File: src/rtl/aw_router_if.sv
// AXI-Lite write-address/write-data bundle between one master and the slave ports of the
// interconnect, plus the registered slave index tapped by the B-channel router.
interface aw_router_if #(
    parameter int unsigned num_slaves = 5,
    parameter int unsigned ADDR_W     = 32,
    parameter int unsigned DATA_W     = 32
) ();
    logic [ADDR_W-1:0]     m_awaddr;
    logic                  m_awvalid;
    logic                  m_awready;
    logic [DATA_W-1:0]     m_wdata;
    logic [DATA_W/8-1:0]   m_wstrb;
    logic                  m_wvalid;
    logic                  m_wready;
    logic                  m_bvalid;
    logic                  m_bready;
    logic [ADDR_W-1:0]     s_awaddr;
    logic [num_slaves-1:0] s_awvalid;
    logic [num_slaves-1:0] s_awready;
    logic [DATA_W-1:0]     s_wdata;
    logic [DATA_W/8-1:0]   s_wstrb;
    logic [num_slaves-1:0] s_wvalid;
    logic [num_slaves-1:0] s_wready;
    logic [2:0]            aw_sel_q;

    // Router side: slave of the master bus, master of the slave ports.
    modport slave (
        input  m_awaddr, m_awvalid, m_wdata, m_wstrb, m_wvalid, m_bvalid, m_bready,
        input  s_awready, s_wready,
        output m_awready, m_wready, s_awaddr, s_awvalid, s_wdata, s_wstrb, s_wvalid, aw_sel_q
    );

    // Environment side: the upstream master and the downstream slaves.
    modport master (
        output m_awaddr, m_awvalid, m_wdata, m_wstrb, m_wvalid, m_bvalid, m_bready,
        output s_awready, s_wready,
        input  m_awready, m_wready, s_awaddr, s_awvalid, s_wdata, s_wstrb, s_wvalid, aw_sel_q
    );
endinterface

File: src/rtl/aw_router.sv
// AXI-Lite write front end: accepts one master write, decodes the slave index from the address
// and steers AW then W to that slave, holding the index until the B beat completes.
module aw_router #(
    parameter int unsigned num_slaves    = 5,
    parameter int unsigned ADDR_W        = 32,
    parameter int unsigned DATA_W        = 32,
    parameter int unsigned SEL_LSB       = 12,
    parameter int unsigned DEFAULT_SLAVE = 4
) (
    input logic        aclk,
    input logic        aresetn,
    aw_router_if.slave bus
);
    typedef enum logic [1:0] {StIdle, StAw, StW, StB} state_e;

    state_e                state_q;
    logic [2:0]            sel_q;
    logic [ADDR_W-1:0]     addr_q;
    logic [2:0]            idx;
    logic [num_slaves-1:0] sel_oh;
    logic                  sel_awready;
    logic                  sel_wready;

    assign idx = bus.m_awaddr[SEL_LSB+2:SEL_LSB];

    always_comb begin
        sel_oh = '0;
        for (int i = 0; i < int'(num_slaves); i++) begin
            sel_oh[i] = (sel_q == 3'(i));
        end
    end

    // Readies from non-selected slaves are masked off.
    assign sel_awready = |(bus.s_awready & sel_oh);
    assign sel_wready  = |(bus.s_wready & sel_oh);

    always_ff @(posedge aclk) begin
        if (!aresetn) begin
            state_q <= StIdle;
            sel_q   <= 3'd0;
            addr_q  <= '0;
        end else begin
            unique case (state_q)
                StIdle: begin
                    if (bus.m_awvalid) begin
                        addr_q  <= bus.m_awaddr;
                        sel_q   <= (32'(idx) < num_slaves) ? idx : 3'(DEFAULT_SLAVE);
                        state_q <= StAw;
                    end
                end
                StAw: begin
                    if (sel_awready) state_q <= StW;
                end
                StW: begin
                    if (bus.m_wvalid && sel_wready) state_q <= StB;
                end
                StB: begin
                    if (bus.m_bvalid && bus.m_bready) state_q <= StIdle;
                end
                default: state_q <= StIdle;
            endcase
        end
    end

    // Reset gates every handshake output immediately, before the first reset edge lands.
    assign bus.m_awready = aresetn && (state_q == StIdle);
    assign bus.s_awvalid = (aresetn && (state_q == StAw)) ? sel_oh : '0;
    assign bus.s_wvalid  = (aresetn && (state_q == StW) && bus.m_wvalid) ? sel_oh : '0;
    assign bus.m_wready  = aresetn && (state_q == StW) && sel_wready;
    assign bus.s_awaddr  = addr_q;
    assign bus.s_wdata   = bus.m_wdata;
    assign bus.s_wstrb   = bus.m_wstrb;
    assign bus.aw_sel_q  = sel_q;
endmodule

File: src/flat_wrapper.sv
// flat-port wrapper written by rule: the top's interface ports become plain ports
module aw_router_flat 
#(
    parameter int unsigned num_slaves    = 5,
    parameter int unsigned ADDR_W        = 32,
    parameter int unsigned DATA_W        = 32,
    parameter int unsigned SEL_LSB       = 12,
    parameter int unsigned DEFAULT_SLAVE = 4
)
  (aclk, aresetn, bus_m_awaddr, bus_m_awvalid, bus_m_wdata, bus_m_wstrb, bus_m_wvalid, bus_m_bvalid, bus_m_bready, bus_s_awready, bus_s_wready, bus_m_awready, bus_m_wready, bus_s_awaddr, bus_s_awvalid, bus_s_wdata, bus_s_wstrb, bus_s_wvalid, bus_aw_sel_q);
  aw_router_if #(.num_slaves(num_slaves), .ADDR_W(ADDR_W), .DATA_W(DATA_W)) bus_i ();
  input logic aclk;
  input logic aresetn;
  input wire logic [$bits(bus_i.m_awaddr)-1:0] bus_m_awaddr;
  input wire logic [$bits(bus_i.m_awvalid)-1:0] bus_m_awvalid;
  input wire logic [$bits(bus_i.m_wdata)-1:0] bus_m_wdata;
  input wire logic [$bits(bus_i.m_wstrb)-1:0] bus_m_wstrb;
  input wire logic [$bits(bus_i.m_wvalid)-1:0] bus_m_wvalid;
  input wire logic [$bits(bus_i.m_bvalid)-1:0] bus_m_bvalid;
  input wire logic [$bits(bus_i.m_bready)-1:0] bus_m_bready;
  input wire logic [$bits(bus_i.s_awready)-1:0] bus_s_awready;
  input wire logic [$bits(bus_i.s_wready)-1:0] bus_s_wready;
  output wire logic [$bits(bus_i.m_awready)-1:0] bus_m_awready;
  output wire logic [$bits(bus_i.m_wready)-1:0] bus_m_wready;
  output wire logic [$bits(bus_i.s_awaddr)-1:0] bus_s_awaddr;
  output wire logic [$bits(bus_i.s_awvalid)-1:0] bus_s_awvalid;
  output wire logic [$bits(bus_i.s_wdata)-1:0] bus_s_wdata;
  output wire logic [$bits(bus_i.s_wstrb)-1:0] bus_s_wstrb;
  output wire logic [$bits(bus_i.s_wvalid)-1:0] bus_s_wvalid;
  output wire logic [$bits(bus_i.aw_sel_q)-1:0] bus_aw_sel_q;
  assign bus_i.m_awaddr = bus_m_awaddr;
  assign bus_i.m_awvalid = bus_m_awvalid;
  assign bus_i.m_wdata = bus_m_wdata;
  assign bus_i.m_wstrb = bus_m_wstrb;
  assign bus_i.m_wvalid = bus_m_wvalid;
  assign bus_i.m_bvalid = bus_m_bvalid;
  assign bus_i.m_bready = bus_m_bready;
  assign bus_i.s_awready = bus_s_awready;
  assign bus_i.s_wready = bus_s_wready;
  assign bus_m_awready = bus_i.m_awready;
  assign bus_m_wready = bus_i.m_wready;
  assign bus_s_awaddr = bus_i.s_awaddr;
  assign bus_s_awvalid = bus_i.s_awvalid;
  assign bus_s_wdata = bus_i.s_wdata;
  assign bus_s_wstrb = bus_i.s_wstrb;
  assign bus_s_wvalid = bus_i.s_wvalid;
  assign bus_aw_sel_q = bus_i.aw_sel_q;
  aw_router #(.num_slaves(num_slaves), .ADDR_W(ADDR_W), .DATA_W(DATA_W), .SEL_LSB(SEL_LSB), .DEFAULT_SLAVE(DEFAULT_SLAVE)) u_core (.aclk(aclk), .aresetn(aresetn), .bus(bus_i));
endmodule
File: config.mk
export PLATFORM = sky130hd
export DESIGN_NAME = aw_router_flat
export DESIGN_NICKNAME = d
export VERILOG_FILES = /design/src/rtl/aw_router_if.sv /design/src/rtl/aw_router.sv /design/src/flat_wrapper.sv
export SDC_FILE = /design/constraint.sdc
export NUM_CORES = 1
export LEC_CHECK = 0
export ABC_AREA = 0
export CORE_AREA = 2 2 68 96
export CTS_BUF_LIST = sky130_fd_sc_hd__clkbuf_8
export CTS_CLUSTER_SIZE = 24
export DETAILED_ROUTE_END_ITERATION = 16
export DIE_AREA = 0 0 70 98
export PLACE_DENSITY = 0.82
export SLEW_MARGIN = 40
export SYNTH_ARGS = -nofsm -noshare
export SYNTH_HDL_FRONTEND = slang
export SYNTH_SLANG_ARGS = --single-unit
File: constraint.sdc
create_clock -name aclk -period 1.82 [get_ports aclk]
set_input_delay 0.364 -clock aclk [delete_from_list [all_inputs] [get_ports aclk]]
set_output_delay 0.364 -clock aclk [all_outputs]
set_load 0.005 [all_outputs]
==> results of run 1 <==
==> area by class of cell <==
class                           count  area [sq um]  area share (%)
Clock buffer                        6          82.6            2.74
Clock inverter                      2          33.8            1.12
Inverter                            3          11.3           0.374
Multi-Input combinational cell    153           946            31.4
Sequential cell                    37           754            25.0
Tap cell                           72          90.1            2.99
Timing Repair Buffer              116          1100            36.4
==> where the power goes <==
group / switching, W / total, W / internal, W / leakage, nW
Clock: 0.000284 / 0.000725 / 0.000441 / 0.0626
Sequential: 0.0000970 / 0.00107 / 0.000968 / 0.306
Combinational: 0.000607 / 0.00132 / 0.000709 / 0.803
Total: 0.000988 / 0.00311 / 0.00212 / 1.17
==> through the flow <==
step | cells | worst slack [ns] | util, % | total power [W] | TNS, ns
6_report | 389 | -0.168 | 49.9 | 0.00311 | -0.305
5_1_grt | 389 | -0.217 | 49.9 | 0.00334 | -0.519
4_1_cts | 385 | -0.181 | 48.9 | 0.00309 | -0.510
3_5_place_dp | 374 | -0.529 | 45.9 | 0.00230 | -4.61
3_3_place_gp | 374 | -0.524 | 45.9 | 0.00226 | -4.29
2_1_floorplan | 244 | 0.288 | - | 0.00168 | 0
==> metal layers <==
| layer | share of wire [%] | GRT usage (%) |
|---|---|---|
| met5 | 0.23 | 0 |
| met4 | 5.4 | 10.8 |
| met3 | 8.8 | 5.26 |
| met2 | 51 | 28.5 |
| met1 | 35 | 16.0 |
==> sequential cells by signal (all words and copies together), names as in the netlist <==
name                 count
u_core.bus.aw_sel_q      3
u_core.state_q           2
u_core.bus.s_awaddr     32
==> what timing repair did <==
item | in CTS | in global routing
gates cloned | 0 | 0
resized for setup | 46 | 18
buffers inserted | 3 | 4
endpoints found under the setup margin | 12 | 11
pin swaps | 9 | 4
==> placed cells by master (no fill, tap or decap), types with 2 or more instances in the layout <==
cell and count:
a21boi_0 35, a21oi_1 3, and2_1 2, buf_2 3
buf_4 17, buf_6 4, clkbuf_2 4, clkbuf_8 6
clkdlybuf4s15_1 2, clkdlybuf4s50_1 80, dfxtp_1 32, dfxtp_2 2
dfxtp_4 3, dlygate4sd2_1 4, ha_1 2, ha_2 2
inv_1 2, inv_2 2, mux2i_1 2, nand2_1 72
nand2b_1 2, nand3b_1 5, nor2_1 3, nor3_2 4
o31ai_1 2
==> worst max-delay path, cell delays in order <==
cell,delay (ns)
clkdlybuf4s50_1,0.39
nor4bb_1,0.14
a311o_1,0.36
o211a_1,0.24
buf_2,0.12
==> worst min path at each step <==
stage	from	to
after detailed placement	u_core.bus.s_awaddr[27]	u_core.bus.s_awaddr[27]
after global routing	u_core.bus.s_awaddr[5]	u_core.bus.s_awaddr[5]
after CTS	u_core.bus.s_awaddr[27]	u_core.bus.s_awaddr[27]
after floorplan	u_core.bus.s_awaddr[0]	u_core.bus.s_awaddr[0]
after global placement	u_core.bus.s_awaddr[13]	u_core.bus.s_awaddr[13]
final	u_core.bus.s_awaddr[27]	u_core.bus.s_awaddr[27]
==> kinds of logic (layout without fill, tap and decap cells) <==
group	count (synthesis)	after routing	synth area share [%]
compound gates	46	46	17.4
fa+ha+maj	5	5	3.21
buf+inv	54	127	17.9
flops	37	37	37.9
mux	2	2	1.03
simple gates	100	100	22.6
==> results.py, run 1 <==
metrics = {
    "sta": {
        "maxSlewViolCount": 0,
        "slew_headroom_pct": 78.4,
        "finalSetupViolCount": 3,
        "rsz0062_at_grt": "yes",
        "fmax_mhz": 503,
        "tightestPinTransition_ns": 0.321,
        "worst_clock_skew_ns": 0.00721,
        "hold_slack_ns": 0.461,
        "final.min_clock_period_ns": 1.99,
        "layout_setup_ws_ns": -0.168,
        "hold_viol_final": 0,
        "period_share_pct": 109,
    },
    "critical_path": {
        "cp.required_ns": 1.46,
        "worst_ep_arrival_time_ns": 1.62,
        "reg2reg_depth": 6,
        "rr_endpoint": "u_core.state_q[1]",
        "r2r_start": "u_core.bus.aw_sel_q[0]",
        "critPathMaxFanout": 2,
        "reg2reg_slack_ns": 0.16,
        "critPathKind": "in2out",
        "critPathLaunch": "bus_s_wready[1]",
        "critPathLaunchType": "input pin",
        "crit_path_end_kind": "primary output",
        "crit_end": "bus_m_wready",
    },
    "logic_synthesis": {
        "synth_top_cells_by_area": "dfxtp_1 (38%), nand2_1 (14%), buf_4 (14%)",
        "synth_ff_type": "dfxtp_1",
        "synth_edf_count": 0,
        "yosysWarningCount": 0,
        "yosysTopAreaCell": "dfxtp_1",
        "synth_cell_types": 29,
        "synthMostInstantiatedCell": "nand2_1",
        "synth_seq_cells": 37,
        "synth_nets": 333,
        "syn_inst": 244,
        "async_reset_ff_share_pct": 0,
        "postSynthAreaPerCell_sq_um": 8.00,
        "synth_common_cells": "nand2_1 (73), dfxtp_1 (37), buf_4 (36), a21boi_0 (35), clkbuf_1 (11)",
        "synth_area_sq_mm": 0.00195,
        "ys_seq_area_share_pct": 37.9,
        "synth_top_area_share_pct": 37.9,
    },
    "worst_hold_path": {
        "hold-path-cell-count": 2,
        "min-delay-path-class": "reg2reg",
    },
    "grt": {
        "grt_max_degree": 21,
        "grt_usage_pct": 16.2,
        "grt.overflow.total": 0,
        "grt_pass1_vias": 1840,
        "grt_pass1_wl_um": 8870,
        "antenna_found_initial": 1,
    },
    "floorplanning": {
        "coreArea_sq_mm": 0.00604,
        "start_util_pct": 32.3,
        "io_pins": 167,
        "die-width_um": 70,
        "dieHeight_um": 98,
        "die-area_sq_mm": 0.00686,
        "placementRows": 34,
    },
    "clocking": {
        "cts_buffers": 5,
        "clockBufferDepth": 2,
        "numClockSinks": 37,
        "insertion_delay_ns": 0.28,
        "root_buffer": "clkbuf_8",
        "h-tree-depth": 2,
        "ctsHoldBuffers": 0,
        "cts.clk_slew.worst_paths_ns": 0.07,
        "cts_tree": "done",
    },
    "final_layout": {
        "fillers": 588,
        "nets": 405,
        "insertedDiodeCount": 0,
        "postLayoutCellArea_sq_mm": 0.00301,
        "area_delta_synth_final_pct": 54.4,
        "drive_gt1_share_pct": 18.3,
    },
    "pwr": {
        "ir_drop_v": 0.000510,
        "p_per_area_mw_per_mm2": 1030,
        "leakagePower_nw": 1.17,
    },
    "detailed_routing": {
        "vias_per_cell": 4.70,
        "drcViolationCount": 0,
        "drtIter0Drc": 38,
        "detail_route.wl_per_cell_um": 14.4,
        "routed_wl_um": 5590,
        "ant_nets": 0,
        "num_vias": 1827,
        "firstDrtPassIters": 4,
    },
    "placement": {
        "gp_congestion": 0.942,
        "io_buffers": 94,
        "post_dp_cell_area_sq_mm": 0.00277,
        "dpl.hpwl_um": 4130,
    },
    "status": {
        "failed_checks": "setup timing",
        "status": "finished with violations",
    },
    "run": {
        "cap_viol_max_count": 0,
    },
}
No activity file was read; power rests on OpenSTA's default activity.
==> run 2, diff against run 1 <==
- CORE_AREA: 2 2 68 96 -> 2 2 67 94
- DIE_AREA: 0 0 70 98 -> 0 0 69 96
- PLACE_DENSITY: 0.82 -> 0.85
- clock period: 1.82 -> 2.4 ns (I/O delays scaled with it)
==> run 2 against run 1 <==
Worst setup slack improved by 0.23 ns. Final cell count fell by 1.5%. First-iteration DRC count fell by 21%. Sequential power fell by 25%. Highest routed layer unchanged. Flip-flop and latch count did not move. Via count fell by 0.33%. Largest cell class unchanged. The flow now finishes without violations. Clock skew barely moved. Wire length fell by 1.0%. Combinational power fell by 27%. Die area fell by 3.4%. Critical endpoint unchanged. Power fell by 29%. Non-clock buffer count fell by 4.
==> results.py, run 2 (same netlist as run 1, synthesis figures left out) <==
metrics = {
    "placement": {
        "post_dp_cell_area_sq_mm": 0.00274,
        "io_buffers": 94,
        "dpl.hpwl_um": 3950,
        "pre_cts_slack_ns": -0.201,
        "dp_cells": 367,
        "gp_congestion": 0.861,
    },
    "final_layout": {
        "instances_no_fill": 383,
        "area_delta_synth_final_pct": 52.4,
        "layout_common_cells": "clkdlybuf4s50_1 (88), nand2_1 (72), a21boi_0 (35), dfxtp_1 (35), buf_4 (16)",
        "final_common_cell": "clkdlybuf4s50_1",
        "largest_reg_flops": 32,
        "drive_gt1_share_pct": 13.4,
        "insertedDiodeCount": 0,
        "postLayoutCellArea_sq_mm": 0.00298,
        "nets": 401,
    },
    "floorplanning": {
        "placementRows": 33,
        "io_pins": 167,
        "dieHeight_um": 96,
        "die-area_sq_mm": 0.00662,
        "start_util_pct": 33.8,
        "die-width_um": 69,
        "coreArea_sq_mm": 0.00578,
    },
    "detailed_routing": {
        "ant_nets": 0,
        "drcViolationCount": 0,
        "num_vias": 1821,
        "detail_route.wl_per_cell_um": 14.5,
        "firstDrtPassIters": 4,
        "drtIter0Drc": 30,
        "routed_wl_um": 5540,
        "vias_per_cell": 4.75,
    },
    "sta": {
        "fmax_mhz": 427,
        "slew_headroom_pct": 75.6,
        "tightestPinTransition_ns": 0.366,
        "final.min_clock_period_ns": 2.34,
        "layout_setup_ws_ns": 0.0590,
        "rsz0062_at_grt": "no",
        "worst_clock_skew_ns": 0.00744,
        "hold_slack_ns": 0.461,
        "period_share_pct": 97.5,
        "hold_viol_final": 0,
        "finalSetupViolCount": 0,
        "maxSlewViolCount": 0,
    },
    "critical_path": {
        "reg2reg_depth": 15,
        "crit_path_end_kind": "primary output",
        "rr_endpoint": "u_core.state_q[1]",
        "r2r_start": "u_core.bus.aw_sel_q[0]",
        "slowest_stage": "clkdlybuf4s50_1",
        "path_delay_family": "buffers and inverters",
        "critPathMaxStageDelay_ns": 0.40,
        "critPathMaxFanout": 2,
        "crit_chain": "clkdlybuf4s50_1 -> and4bb_2 -> a311o_1 -> o211a_1 -> dlygate4sd2_1",
        "critPathKind": "in2out",
        "cp.buffers_inverters": 2,
        "worst_ep_arrival_time_ns": 1.86,
        "cp.required_ns": 1.92,
        "critPathLaunchType": "input pin",
        "reg2reg_slack_ns": 0.08,
    },
    "grt": {
        "grt.overflow.total": 0,
        "grt_pass1_wl_um": 8220,
        "grt_pass1_vias": 1723,
        "antenna_found_initial": 1,
        "grt_max_degree": 31,
        "grt_usage_pct": 15.5,
    },
    "clocking": {
        "ctsHoldBuffers": 0,
        "h-tree-depth": 2,
        "insertion_delay_ns": 0.28,
        "numClockSinks": 37,
        "cts_tree": "done",
        "cts.clk_slew.worst_paths_ns": 0.07,
        "root_buffer": "clkbuf_8",
        "clockBufferDepth": 2,
        "cts_buffers": 5,
    },
    "status": {
        "status": "finished, final reports clean",
    },
    "pwr": {
        "ir_drop_v": 0.000430,
        "p_int_w": 0.00145,
        "switchingPower_w": 0.000753,
        "p_comb_share_pct": 43.9,
        "switching_share_pct": 34.2,
        "p_seq_share_pct": 36.4,
        "p_per_area_mw_per_mm2": 741,
        "p_total_w": 0.00220,
        "p_clk_share_pct": 19.7,
        "leakagePower_nw": 1.15,
    },
    "run": {
        "cap_viol_max_count": 0,
    },
    "worst_hold_path": {
        "hold_end": "u_core.bus.s_awaddr[21]",
        "min-delay-path-class": "reg2reg",
        "hold_start": "u_core.bus.s_awaddr[21]",
        "hold-path-cell-count": 2,
    },
}
==> run 2: power by group through the flow <==
stage	Clock (W)	Combinational [W]	Sequential [W]
floorplan	0	0.000469	0.000807
global placement	0	0.000872	0.000804
detailed placement	0	0.000888	0.000811
CTS	0.000456	0.000932	0.000797
global route	0.000482	0.00106	0.000816
finish	0.000433	0.000969	0.000802
==> run 2: worst max-delay path by stage <==
stage,start,endpoint,cells past startpoint
floorplan,u_core.bus.aw_sel_q[1],bus_m_wready,4
global placement,bus_s_wready[0],bus_m_wready,5
detailed placement,bus_s_wready[0],bus_m_wready,5
CTS,u_core.state_q[0],bus_s_wvalid[0],5
global route,bus_s_wready[4],bus_m_wready,5
finish,bus_s_wready[4],bus_m_wready,5
==> run 2: worst min-delay path: cells and delay by family (launching register included) <==
| family | cells | cell delay (ns) |
|---|---|---|
| AO/OA/AOI/OAI | 1 | 0.06 |
| flip-flops | 1 | 0.31 |
| AND/OR/NAND/NOR | 1 | 0.05 |
==> run 2: per-layer routing <==
| metal | part of all wire, % | wire length (um) | up-vias | global-route usage (%) |
|---|---|---|---|---|
| li1 | - | - | 893 | - |
| met1 | 35 | 1960 | 805 | 15.4 |
| met2 | 47 | 2630 | 79 | 25.6 |
| met3 | 11 | 586 | 42 | 6.49 |
| met4 | 6.2 | 345 | 2 | 11.9 |
| met5 | 0.23 | 13 | - | 0 |
==> run 2: layout make-up <==
class	instances	area (sq um)
inverter	3	11.3
clock inverter	3	22.5
timing repair buffer	112	1100
multi-input combinational	153	937
clock buffer	5	68.8
tap	70	87.6
fill	553	2810
sequential	37	743
==> run 2: timing repair <==
action | 4_1_cts | 5_1_grt
resized for setup | 7 | 16
setup buffers | 8 | 0
pin swaps | 3 | 3
setup endpoints to repair | 10 | 8
==> run 2: per-stage QoR <==
stage          setup TNS [ns]  util (%)
3_5_place_dp           -0.831      47.4
3_3_place_gp           -0.645      47.4
2_1_floorplan               0         -
6_report                    0      51.5
4_1_cts                     0      50.3
5_1_grt                     0      51.5
==> run 3, diff against run 2 <==
--- a/config.mk
+++ b/config.mk
@@ -13,3 +13,3 @@
 export DIE_AREA = 0 0 69 96
-export PLACE_DENSITY = 0.85
+export PLACE_DENSITY_LB_ADDON = 0.15
 export SLEW_MARGIN = 40
--- a/constraint.sdc
+++ b/constraint.sdc
@@ -3,2 +3,2 @@
 set_output_delay 0.48 -clock aclk [all_outputs]
-set_load 0.005 [all_outputs]
+set_load 0.01 [all_outputs]
==> run 3 against run 2 <==
Die area unchanged. Clock power down 5.8%. Clock skew up 0.0034 ns. Final cell count down 2.3%. Largest power group unchanged. Highest routed layer is now met4.
==> results.py, run 3 (same netlist as run 1, synthesis figures left out) <==
metrics = {
    "status": {
        "status": "finished, final reports clean",
    },
    "grt": {
        "antenna_found_initial": 0,
        "grt_max_degree": 26,
        "grt.overflow.total": 0,
        "grt_usage_pct": 14.3,
        "grt_pass1_wl_um": 7620,
        "grt_pass1_vias": 1631,
    },
    "pwr": {
        "leakagePower_nw": 1.07,
        "p_per_area_mw_per_mm2": 749,
        "p_total_w": 0.00211,
        "ir_drop_v": 0.000394,
    },
    "sta": {
        "setup_tns_ns": 0,
        "layout_setup_ws_ns": 0.0531,
        "fmax_mhz": 426,
        "tightestPinTransition_ns": 0.425,
        "hold_viol_final": 0,
        "rsz0062_at_grt": "no",
        "slew_headroom_pct": 71.6,
        "maxSlewViolCount": 0,
        "period_share_pct": 97.8,
        "finalSetupViolCount": 0,
        "final.min_clock_period_ns": 2.35,
        "worst_clock_skew_ns": 0.0108,
    },
    "clocking": {
        "cts.clk_slew.worst_paths_ns": 0.07,
        "clockBufferDepth": 2,
        "h-tree-depth": 2,
        "cts_tree": "done",
        "root_buffer": "clkbuf_8",
        "insertion_delay_ns": 0.28,
        "cts_buffers": 5,
        "numClockSinks": 37,
    },
    "placement": {
        "dp_cells": 366,
        "dpl.hpwl_um": 3620,
        "gp_congestion": 0.840,
        "io_buffers": 94,
        "pre_cts_slack_ns": -0.231,
    },
    "critical_path": {
        "critPathMaxFanout": 2,
        "crit_path_end_kind": "primary output",
        "critPathKind": "in2out",
        "slowest_stage": "clkdlybuf4s50_1",
        "crit_chain": "clkdlybuf4s50_1 -> or3b_1 -> a21oi_2 -> o211a_1 -> clkdlybuf4s15_1",
        "cp.required_ns": 1.92,
        "worst_ep_arrival_time_ns": 1.87,
        "critPathLaunchType": "input pin",
        "critPathMaxStageDelay_ns": 0.45,
    },
    "floorplanning": {
        "placementRows": 33,
        "io_pins": 167,
        "die-area_sq_mm": 0.00662,
        "dieHeight_um": 96,
        "die-width_um": 69,
        "coreArea_sq_mm": 0.00578,
        "start_util_pct": 33.8,
    },
    "final_layout": {
        "nets": 392,
        "area_delta_synth_final_pct": 44.4,
        "utilization_pct": 48.8,
        "final_common_cell": "clkdlybuf4s50_1",
        "instances_no_fill": 374,
        "drive_gt1_share_pct": 6.58,
        "largest_reg_flops": 32,
        "layout_common_cells": "clkdlybuf4s50_1 (89), nand2_1 (72), dfxtp_1 (37)",
        "insertedDiodeCount": 0,
    },
    "detailed_routing": {
        "routed_wl_um": 4870,
        "vias_per_cell": 4.61,
        "firstDrtPassIters": 3,
        "num_vias": 1726,
        "ant_nets": 0,
        "detail_route.wl_per_cell_um": 13.0,
        "drcViolationCount": 0,
        "drtIter0Drc": 58,
    },
    "worst_hold_path": {
        "min-delay-path-class": "reg2reg",
    },
    "run": {
        "cap_viol_max_count": 0,
    },
}
## run 3: cell types whose count changed in the layout (fill, tap and decap cells not counted), moves of 2 or more
cell	before	now
buf_4	16	7
dlymetal6s2s_1	3	1
inv_1	2	5
clkinv_4	2	0
dfxtp_1	35	37
nor4_1	0	2
dfxtp_2	2	0
nor3_1	2	5
nor3_2	3	0
## run 3: worst max-delay path: cells and delay by family
kind / cells / cell delay, ns
buffers and inverters: 2 / 0.68
and+or+nand+nor: 1 / 0.37
AOI/OAI and AO/OA: 2 / 0.34
## run 3: per-layer routing
metal,up-vias,wire length (um),global-route usage [%]
li1,875,-,-
met1,754,1940,14.8
met2,73,2310,24.4
met3,24,403,4.82
met4,0,217,10.3
met5,-,0,0
## run 3: where the power goes
part / switching [W] / internal [W] / leakage (nW)
clock network: 0.000211 / 0.000197 / 0.0467
registers: 0.0000662 / 0.000727 / 0.303
logic: 0.000449 / 0.000461 / 0.716
total: 0.000726 / 0.00138 / 1.07
## run 3: worst paths after layout
path | slack [ns] | cells past startpoint | to | from
max | 0.05 | 5 | bus_m_wready | bus_s_wready[0]
min reg2reg | 0.46 | 2 | u_core.bus.s_awaddr[4] | u_core.bus.s_awaddr[4]
min | 0.46 | 2 | u_core.bus.s_awaddr[4] | u_core.bus.s_awaddr[4]
max reg2reg | 0.74 | 6 | u_core.state_q[1] | u_core.bus.aw_sel_q[1]
## run 3: cell type report
| cell class | count | area, sq um |
|---|---|---|
| repair buffers | 103 | 1020 |
| well taps | 70 | 87.6 |
| flip-flops and latches | 37 | 741 |
| fillers | 575 | 2960 |
| inverters | 3 | 11.3 |
| clock buffers | 5 | 68.8 |
| multi-input cells | 153 | 872 |
| clock inverters | 3 | 15.0 |
## run 3: what timing repair did
action	CTS	global route
gates resized for setup	5	5
cloned	0	0
buffers inserted	0	0
endpoints found under the setup margin	7	7
hold buffers	0	0
hold endpoints to repair	0	0
## run 3: through the flow
stage,hold WS (ns),cell area [sq um]
final,0.462,2820
after global routing,0.479,2820
after CTS,0.466,2810
after detailed placement,0.455,2720
after global placement,0.449,2720
after floorplan,0.471,1950
